File: config.mk
export PLATFORM = sky130hd
export DESIGN_NAME = tap_sample_reader
export DESIGN_NICKNAME = d
export VERILOG_FILES = /design/src/rtl/tap_sample_reader_pkg.sv /design/src/rtl/tap_history_ram.sv /design/src/rtl/tap_sample_reader.sv
export SDC_FILE = /design/constraint.sdc
export NUM_CORES = 1
export LEC_CHECK = 0
export CAP_MARGIN = 0
export CORE_MARGIN = 2
export CORE_UTILIZATION = 50
export CTS_CLUSTER_DIAMETER = 40
export DETAILED_ROUTE_END_ITERATION = 7
export PLACE_DENSITY_LB_ADDON = 0.1
export SYNTH_ARGS = -nofsm -noshare
export SYNTH_HDL_FRONTEND = slang
export SYNTH_SLANG_ARGS = --single-unit
File: constraint.sdc
create_clock -name clk -period 6 [get_ports clk]
set_clock_uncertainty 0.05 [all_clocks]
set_input_delay 1.5 -clock clk [delete_from_list [all_inputs] [get_ports clk]]
set_output_delay 1.5 -clock clk [all_outputs]
set_load 0.02 [all_outputs]
File: src/rtl/tap_sample_reader_pkg.sv
// Shared equalizer definitions: sample format, tap count and the tap reader FSM encoding.
package tap_sample_reader_pkg;

  localparam int SAMPLE_W  = 16;
  localparam int NUM_TAPS  = 64;
  localparam int TAP_IDX_W = 6;

  typedef logic signed [SAMPLE_W-1:0] sample_t;

  typedef enum logic {
    IDLE = 1'b0,
    READ = 1'b1
  } state_t;

endpackage

File: src/rtl/tap_history_ram.sv
// Sample history storage: one synchronous write port, one combinational read port,
// synchronously cleared so warm-up taps read as zero.
module tap_history_ram
  import tap_sample_reader_pkg::*;
#(
  parameter int DATA_W = SAMPLE_W,
  parameter int DEPTH  = NUM_TAPS,
  parameter int IDX_W  = TAP_IDX_W
) (
  input  logic              clk,
  input  logic              rst,
  input  logic              wr_en,
  input  logic [IDX_W-1:0]  wr_addr,
  input  logic [DATA_W-1:0] wr_data,
  input  logic [IDX_W-1:0]  rd_addr,
  output logic [DATA_W-1:0] rd_data
);

  logic [DATA_W-1:0] mem [DEPTH];

  always_ff @(posedge clk) begin
    if (rst) begin
      for (int i = 0; i < DEPTH; i++) mem[i] <= '0;
    end else if (wr_en) begin
      mem[wr_addr] <= wr_data;
    end
  end

  assign rd_data = mem[rd_addr];

endmodule

File: src/rtl/tap_sample_reader.sv
// Per-band FIR history reader: stores each accepted sample in a circular buffer and
// then streams the taps newest-to-oldest, one per clock, to the serial MAC.
module tap_sample_reader
  import tap_sample_reader_pkg::*;
#(
  parameter int DATA_W = SAMPLE_W,
  parameter int DEPTH  = NUM_TAPS,
  parameter int IDX_W  = TAP_IDX_W
) (
  input  logic              clk,
  input  logic              rst,
  input  logic              i_sample_valid,
  input  logic [DATA_W-1:0] i_signal_sample,
  output logic [DATA_W-1:0] o_tap_sample,
  output logic [IDX_W-1:0]  o_tap_index,
  output logic              o_tap_valid,
  output logic              o_frame_done,
  output logic              o_busy,
  output logic              o_overrun
);

  localparam logic [IDX_W-1:0] LAST_K = IDX_W'(DEPTH - 1);

  state_t            state_q, state_d;
  logic [IDX_W-1:0]  wr_ptr_q;
  logic [IDX_W-1:0]  newest_q;
  logic [IDX_W-1:0]  k_q;
  logic              accept;
  logic              last_tap;
  logic [IDX_W-1:0]  rd_addr;
  logic [DATA_W-1:0] rd_data;
  logic [DATA_W-1:0] tap_data;

  tap_history_ram #(
    .DATA_W (DATA_W),
    .DEPTH  (DEPTH),
    .IDX_W  (IDX_W)
  ) u_history (
    .clk     (clk),
    .rst     (rst),
    .wr_en   (accept),
    .wr_addr (wr_ptr_q),
    .wr_data (i_signal_sample),
    .rd_addr (rd_addr),
    .rd_data (rd_data)
  );

  always_comb begin
    state_d  = state_q;
    accept   = 1'b0;
    last_tap = 1'b0;
    case (state_q)
      IDLE: begin
        if (i_sample_valid) begin
          accept  = 1'b1;
          state_d = READ;
        end
      end
      READ: begin
        if (k_q == LAST_K) begin
          last_tap = 1'b1;
          state_d  = IDLE;
        end
      end
      default: state_d = IDLE;
    endcase
  end

  // Forward the incoming sample if it targets the slot being read this cycle.
  assign rd_addr  = newest_q - k_q;
  assign tap_data = (accept && (wr_ptr_q == rd_addr)) ? i_signal_sample : rd_data;

  assign o_busy = (state_q == READ);

  always_ff @(posedge clk) begin
    if (rst) begin
      state_q      <= IDLE;
      wr_ptr_q     <= '0;
      newest_q     <= '0;
      k_q          <= '0;
      o_tap_sample <= '0;
      o_tap_index  <= '0;
      o_tap_valid  <= 1'b0;
      o_frame_done <= 1'b0;
      o_overrun    <= 1'b0;
    end else begin
      state_q      <= state_d;
      o_tap_valid  <= 1'b0;
      o_frame_done <= 1'b0;
      if (accept) begin
        newest_q <= wr_ptr_q;
        wr_ptr_q <= wr_ptr_q + IDX_W'(1);
        k_q      <= '0;
      end
      if (state_q == READ) begin
        o_tap_sample <= tap_data;
        o_tap_index  <= k_q;
        o_tap_valid  <= 1'b1;
        o_frame_done <= last_tap;
        k_q          <= k_q + IDX_W'(1);
        if (i_sample_valid) o_overrun <= 1'b1;
      end
    end
  end

endmodule
==> flow_summary.json, run 1 <==
{
  "outcome": "completed",
  "endpoint_kind": "register",
  "drc": 0,
  "die_width_microns": 317,
  "cp.required_ns": 6.54,
  "dr_total_vias": 28000,
  "area_growth_pct": 13.7,
  "antenna_found_initial": 8,
  "antenna_left": 0,
  "crit_fanout": 56,
  "yosys.area.top_type": "edfxtp_1",
  "holdCritPathClass": "register to register",
  "clk_latency_ns": 0.74,
  "core-area_sq_mm": 0.0970,
  "top_usage_layer": "met2",
  "p_sw_mw": 5.08,
  "track_usage_pct": 28.9,
  "gp_congestion": 0.916,
  "p_leak_nw": 20.8,
  "synthArstFlopShare_pct": 0,
  "grt_use_met1_pct": 41.8,
  "cap_viol_max_count": 0,
  "routedWlPerCell_microns": 30.7,
  "mostFrequentLayoutCells": "and2_1, edfxtp_1, mux4_2",
  "postCtsHoldBufs": 0,
  "num_rows": 114,
  "crit_type": "register to register",
  "port_buffers": 44,
  "seqCellArea_sq_mm": 0.0316,
  "syn_inst": 3267,
  "syn_nets": 3294,
  "drtIter0Drc": 3842,
  "cts_resized": 0,
  "synthFlopType": "edfxtp_1",
  "start_util_pct": 50.6,
  "power.clock.fraction_pct": 46.4,
  "post-dp-hpwl_microns": 90800,
  "nets": 3281,
  "utilization_pct": 57.5,
  "final_cell_area_sq_mm": 0.0558,
  "dieArea_sq_mm": 0.101,
  "final_common_cell": "and2_1",
  "power_mw": 20.0,
  "post_cts_buffers": 0,
  "finalSetupViolations": 0,
  "drt_wl_total_microns": 143000,
  "worst_pin_slew_ns": 1.23,
  "multi_input_area_sq_mm": 0.0161,
  "cts_sinks": 1068,
  "synth.distinct_cells": 61,
  "p_seq_share_pct": 42.7,
  "synthTopCellsByArea": "edfxtp_1, and2_1, mux4_2",
  "gr-total-overflow": 0,
  "synth-edff-count": 1024,
  "placedInstanceArea_sq_mm": 0.0505,
  "ir_drop_mv": 0.234,
  "cts_buffers": 152,
  "syn_area_per_cell_sq_um": 15.0,
  "relSlewSlack_pct": 17.5,
  "tritoncts": "done",
  "tns_ns": 0,
  "finalHoldViolCount": 0,
  "nFillCells": 7476,
  "critPathArrivalTime_ns": 4.89,
  "dieHeight_microns": 317,
  "use_met3_pct": 6.00,
  "rsz0062_at_grt": "false",
  "fin_crit_ns": 4.35,
  "grt_max_degree": 99,
  "synth_warnings": 0,
  "start_kind": "register",
  "cts_root_buf": "clkbuf_16",
  "grtUsageMet2_pct": 44.6,
  "viasPerCell": 6.02,
  "pwr_density_cell_mw_per_mm2": 359,
  "power_frac_comb_pct": 10.9,
  "path_clk_slew_ns": 0.06,
  "pin_count": 45,
  "fmax_ghz": 0.230,
  "syn-cell-area_sq_mm": 0.0491,
  "internal_power_mw": 15.0,
  "grt_pass1_vias": 27900,
  "seq_area_frac_synth_pct": 64.5,
  "grt_pass1_wl_microns": 203000,
  "layout-drive-gt1-share_pct": 21.8,
  "clock_path_buffers": 3,
  "finalMaxSlewViolations": 0,
  "dr.pass1.iters": 6,
  "ys_ff_latch": 1068,
  "swShare_pct": 25.3,
  "synth_top_area_share_pct": 62.7,
  "period_share_pct": 72.4,
  "cts_max_level": 4
}
[registers in the layout (all words and copies together), names as in the netlist]
signal	flops
o_tap_sample	16
o_tap_valid	1
o_tap_index	6
u_history.mem	1024
o_overrun	1
o_busy	1
o_frame_done	1
wr_ptr_q	6
newest_q	6
k_q	6
[power groups by stage]
stage / combinational [mW] / clock [mW] / sequential [mW]
after CTS: 2.18 / 9.37 / 8.56
final: 2.18 / 9.29 / 8.56
after global routing: 2.27 / 9.69 / 8.57
after floorplan: 1.39 / 0 / 8.63
after global placement: 2.15 / 0 / 8.70
after detailed placement: 2.17 / 0 / 8.71
[layer usage]
layer | vias to the layer above | routed length [microns]
li1 | 11900 | -
met1 | 14500 | 59600
met2 | 1421 | 66600
met3 | 222 | 12900
met4 | 2 | 3880
met5 | - | 12
[kinds of logic (layout without fill, tap and decap cells)]
family | after synthesis | count (layout) | synth area share [%]
buffers and inverters | 304 | 415 | 2.77
multiplexers | 338 | 338 | 13.5
flip-flops | 1068 | 1068 | 64.5
AO/OA/AOI/OAI | 105 | 105 | 1.62
XOR/XNOR | 10 | 10 | 0.179
AND/OR/NAND/NOR | 1434 | 1434 | 17.2
other | 0 | 3 | 0
adder cells (fa/ha/maj) | 8 | 8 | 0.219
[through the flow]
| stage | instances | setup slack (ns) | hold slack, ns |
|---|---|---|---|
| floorplan | 3267 | 2.69 | 0.386 |
| global placement | 4376 | 1.23 | 0.402 |
| detailed placement | 4376 | 1.07 | 0.415 |
| CTS | 4654 | 1.65 | 0.423 |
| global route | 4654 | 1.58 | 0.435 |
| finish | 4657 | 1.65 | 0.424 |
[final timing paths]
check	from	to	slack (ns)	depth (start not counted)
max	k_q[0]$_SDFFE_PP0P_	o_tap_sample[7]$_SDFFE_PP0P_	1.65	9
min	newest_q[0]$_SDFFE_PP0N_	newest_q[0]$_SDFFE_PP0N_	0.42	2
max reg2reg	k_q[0]$_SDFFE_PP0P_	o_tap_sample[7]$_SDFFE_PP0P_	1.65	9
min reg2reg	newest_q[0]$_SDFFE_PP0N_	newest_q[0]$_SDFFE_PP0N_	0.42	2
[critical path, cell delays in order, from the launching register on]
cell and delay (ns):
dfxtp_1 0.39, ha_4 0.20, fa_4 1.24, buf_12 0.38, mux4_2 0.38, mux2i_1 0.27, nor3_1 0.17, a221oi_1 0.74
o211a_1 0.27, nor4_2 0.04
[synth_stat cells, types with 12 or more instances]
master and instances:
o211a_1 14, nand2_1 124, or3_1 12, clkbuf_1 201, buf_2 43, or2_2 65
nor2_1 97, mux4_2 256, mux2_2 29, a31oi_1 15, nor3_1 26, dfxtp_1 44
a221oi_1 14, buf_1 25, edfxtp_1 1024, mux2i_1 53, nand3_1 37, a32oi_1 15
and2_1 1026, buf_4 15, a21oi_1 21
[cell type report]
type	instances	share of cell area (%)
diodes	3	0.0135
clock buffers	166	6.99
clock inverters	112	2.52
inverters	8	0.0538
multi-input cells	1895	28.9
flip-flops and latches	1068	56.7
well taps	1276	2.86
repair buffers	129	1.94
Power figures use the tool's default switching activity.
==> inputs of run 2 (changes only) <==
Clock period 6 ns to 3.55 ns, I/O delays scaled along.
==> run 2 against run 1 <==
Largest power group unchanged. Power is 66% higher. Routed wire length is 1.5% lower. First-iteration DRC count is 16% lower. Global-route usage is 0.44 points lower. Critical path type unchanged. Combinational power is 97% higher. Critical endpoint is now o_tap_sample[1]$_SDFFE_PP0P_.
==> flow_summary.json, run 2 (synthesized netlist as in run 1, its figures left out) <==
{
  "outcome": "completed",
  "pwr_density_cell_mw_per_mm2": 575,
  "crit_slowest_cell": "fa_4",
  "worstSetupStartpoint": "newest_q[0]$_SDFFE_PP0N_",
  "layout-drive-gt1-share_pct": 26.1,
  "reg2reg_depth": 11,
  "num_rows": 114,
  "clk_latency_ns": 0.75,
  "viasPerCell": 5.87,
  "endpoint_kind": "register",
  "grt_pass1_vias": 29300,
  "period_share_pct": 98.2,
  "cp.required_ns": 4.10,
  "top_register": "u_history.mem",
  "finalHoldViolCount": 0,
  "p_seq_share_pct": 43.2,
  "ir_drop_mv": 0.429,
  "track_usage_pct": 28.5,
  "power_frac_comb_pct": 12.9,
  "cap_viol_max_count": 0,
  "relSlewSlack_pct": 37.1,
  "critPathArrivalTime_ns": 4.03,
  "path_depth": 11,
  "dr.pass1.iters": 5,
  "antenna_left": 0,
  "power.clock.fraction_pct": 43.9,
  "core-area_sq_mm": 0.0970,
  "r2r_end": "o_tap_sample[1]$_SDFFE_PP0P_",
  "start_kind": "register",
  "cts_sinks": 1068,
  "crit_chain": "inv_1 > ha_4 > fa_4 > buf_12 > buf_12 > buf_12 > mux4_2 > nand2_1 > nand3_1 > a31oi_1 > nor4_1",
  "highest_layer": "met5",
  "final_cell_area_sq_mm": 0.0579,
  "gr-total-overflow": 0,
  "cts_max_level": 4,
  "crit_type": "register to register",
  "drtIter0Drc": 3224,
  "routedWlPerCell_microns": 29.0,
  "mostFrequentLayoutCells": "and2_1, edfxtp_1, mux4_2",
  "drt_wl_total_microns": 141000,
  "wl_met3_microns": 11100,
  "internal_power_mw": 24.9,
  "grt_max_degree": 65,
  "pin_count": 45,
  "rsz0062_at_grt": "false",
  "drc": 0,
  "multi_input_area_sq_mm": 0.0162,
  "placedInstanceArea_sq_mm": 0.0529,
  "worst_pin_slew_ns": 0.936,
  "finalMaxSlewViolations": 0,
  "finalSetupViolations": 0,
  "crit_end": "o_tap_sample[1]$_SDFFE_PP0P_",
  "met2_length_microns": 69600,
  "holdCritPathClass": "register to register",
  "fmax_ghz": 0.287,
  "largest_reg_flops": 1024,
  "post-dp-hpwl_microns": 91400,
  "critPathTopFamily": "adder cells",
  "path_clk_slew_ns": 0.05,
  "start_util_pct": 50.6,
  "r2r_setup_slack_ns": 0.06,
  "nFillCells": 7362,
  "fin_crit_ns": 3.49,
  "gp_congestion": 0.883,
  "tns_ns": 0,
  "cp.buffers_inverters": 4,
  "crit_fanout": 27,
  "area_growth_pct": 18.1,
  "antenna_found_initial": 5,
  "port_buffers": 44,
  "p_leak_nw": 21.9,
  "wl_met1_microns": 56600,
  "cpMostUsedCell": "buf_12",
  "utilization_pct": 59.7,
  "clock_path_buffers": 3,
  "r2r_start": "newest_q[0]$_SDFFE_PP0N_",
  "dieArea_sq_mm": 0.101,
  "dieHeight_microns": 317,
  "reg_top3": "u_history.mem (1024), o_tap_sample (16)",
  "dr_total_vias": 28500,
  "tritoncts": "done",
  "final_common_cell": "and2_1",
  "grt_pass1_wl_microns": 204000,
  "p_sw_mw": 8.41,
  "die_width_microns": 317,
  "slowest_delay_ns": 0.82,
  "seqCellArea_sq_mm": 0.0316,
  "cts_buffers": 150,
  "cts_root_buf": "clkbuf_16",
  "nets": 3478,
  "swShare_pct": 25.2
}
[run 2: cell types whose count changed in the layout (fill, tap and decap cells not counted), sizes merged]
cell,before,now
clkinv,42,62
inv,47,23
clkinvlp,10,19
diode,3,2
buf,102,301
bufinv,21,10
clkbuf,166,173
[run 2: through the flow]
stage	setup slack, ns	cells	hold slack [ns]	power (mW)
2_1_floorplan	0.670	3267	0.386	16.9
3_3_place_gp	-0.0439	4575	0.409	18.9
3_5_place_dp	0.0259	4575	0.411	18.9
4_1_cts	0.0123	4854	0.424	33.5
5_1_grt	0.00256	4854	0.440	34.2
6_report	0.0650	4856	0.420	33.3
[run 2: tightest hold or removal path: cells and delay by family (launching register included)]
family / cells / cell delay, ns
and+or+nand+nor: 1 / 0.07
AOI/OAI and AO/OA: 1 / 0.04
DFF: 1 / 0.32
[run 2: final cells by class]
class,instances,area share (%)
clock inverters,106,1.66
multi-input cells,1895,27.9
repair buffers,328,6.11
well taps,1276,2.76
inverters,8,0.0518
clock buffers,173,6.89
flip-flops and latches,1068,54.6
diodes,2,0.00864
[run 2: power by group through the flow]
stage	logic (mW)	clock network [mW]	registers, mW
3_3_place_gp	4.27	0	14.6
3_5_place_dp	4.28	0	14.7
6_report	4.30	14.6	14.4
4_1_cts	4.29	14.8	14.4
5_1_grt	4.48	15.3	14.4
2_1_floorplan	2.35	0	14.6
[run 2: worst min path at each step]
stage,from,end,slack [ns],cells past startpoint
finish,o_overrun$_SDFFE_PP0P_,o_overrun$_SDFFE_PP0P_,0.42,2
detailed placement,o_overrun$_SDFFE_PP0P_,o_overrun$_SDFFE_PP0P_,0.41,2
global route,newest_q[3]$_SDFFE_PP0N_,newest_q[3]$_SDFFE_PP0N_,0.44,2
floorplan,newest_q[0]$_SDFFE_PP0N_,newest_q[0]$_SDFFE_PP0N_,0.39,2
global placement,o_overrun$_SDFFE_PP0P_,o_overrun$_SDFFE_PP0P_,0.41,2
CTS,o_overrun$_SDFFE_PP0P_,o_overrun$_SDFFE_PP0P_,0.42,2
[run 2: routing by layer]
metal  GRT usage, %  up-vias
met4           7.91        2
met3           5.80      199
met5              0        -
met2           47.1     1094
met1           38.6    14900
li1               -    12300
[run 2: what timing repair did]
item	in CTS	in global routing
endpoints found under the setup margin	0	6
buffers inserted	0	0
resized for setup	0	7
hold buffers	0	0
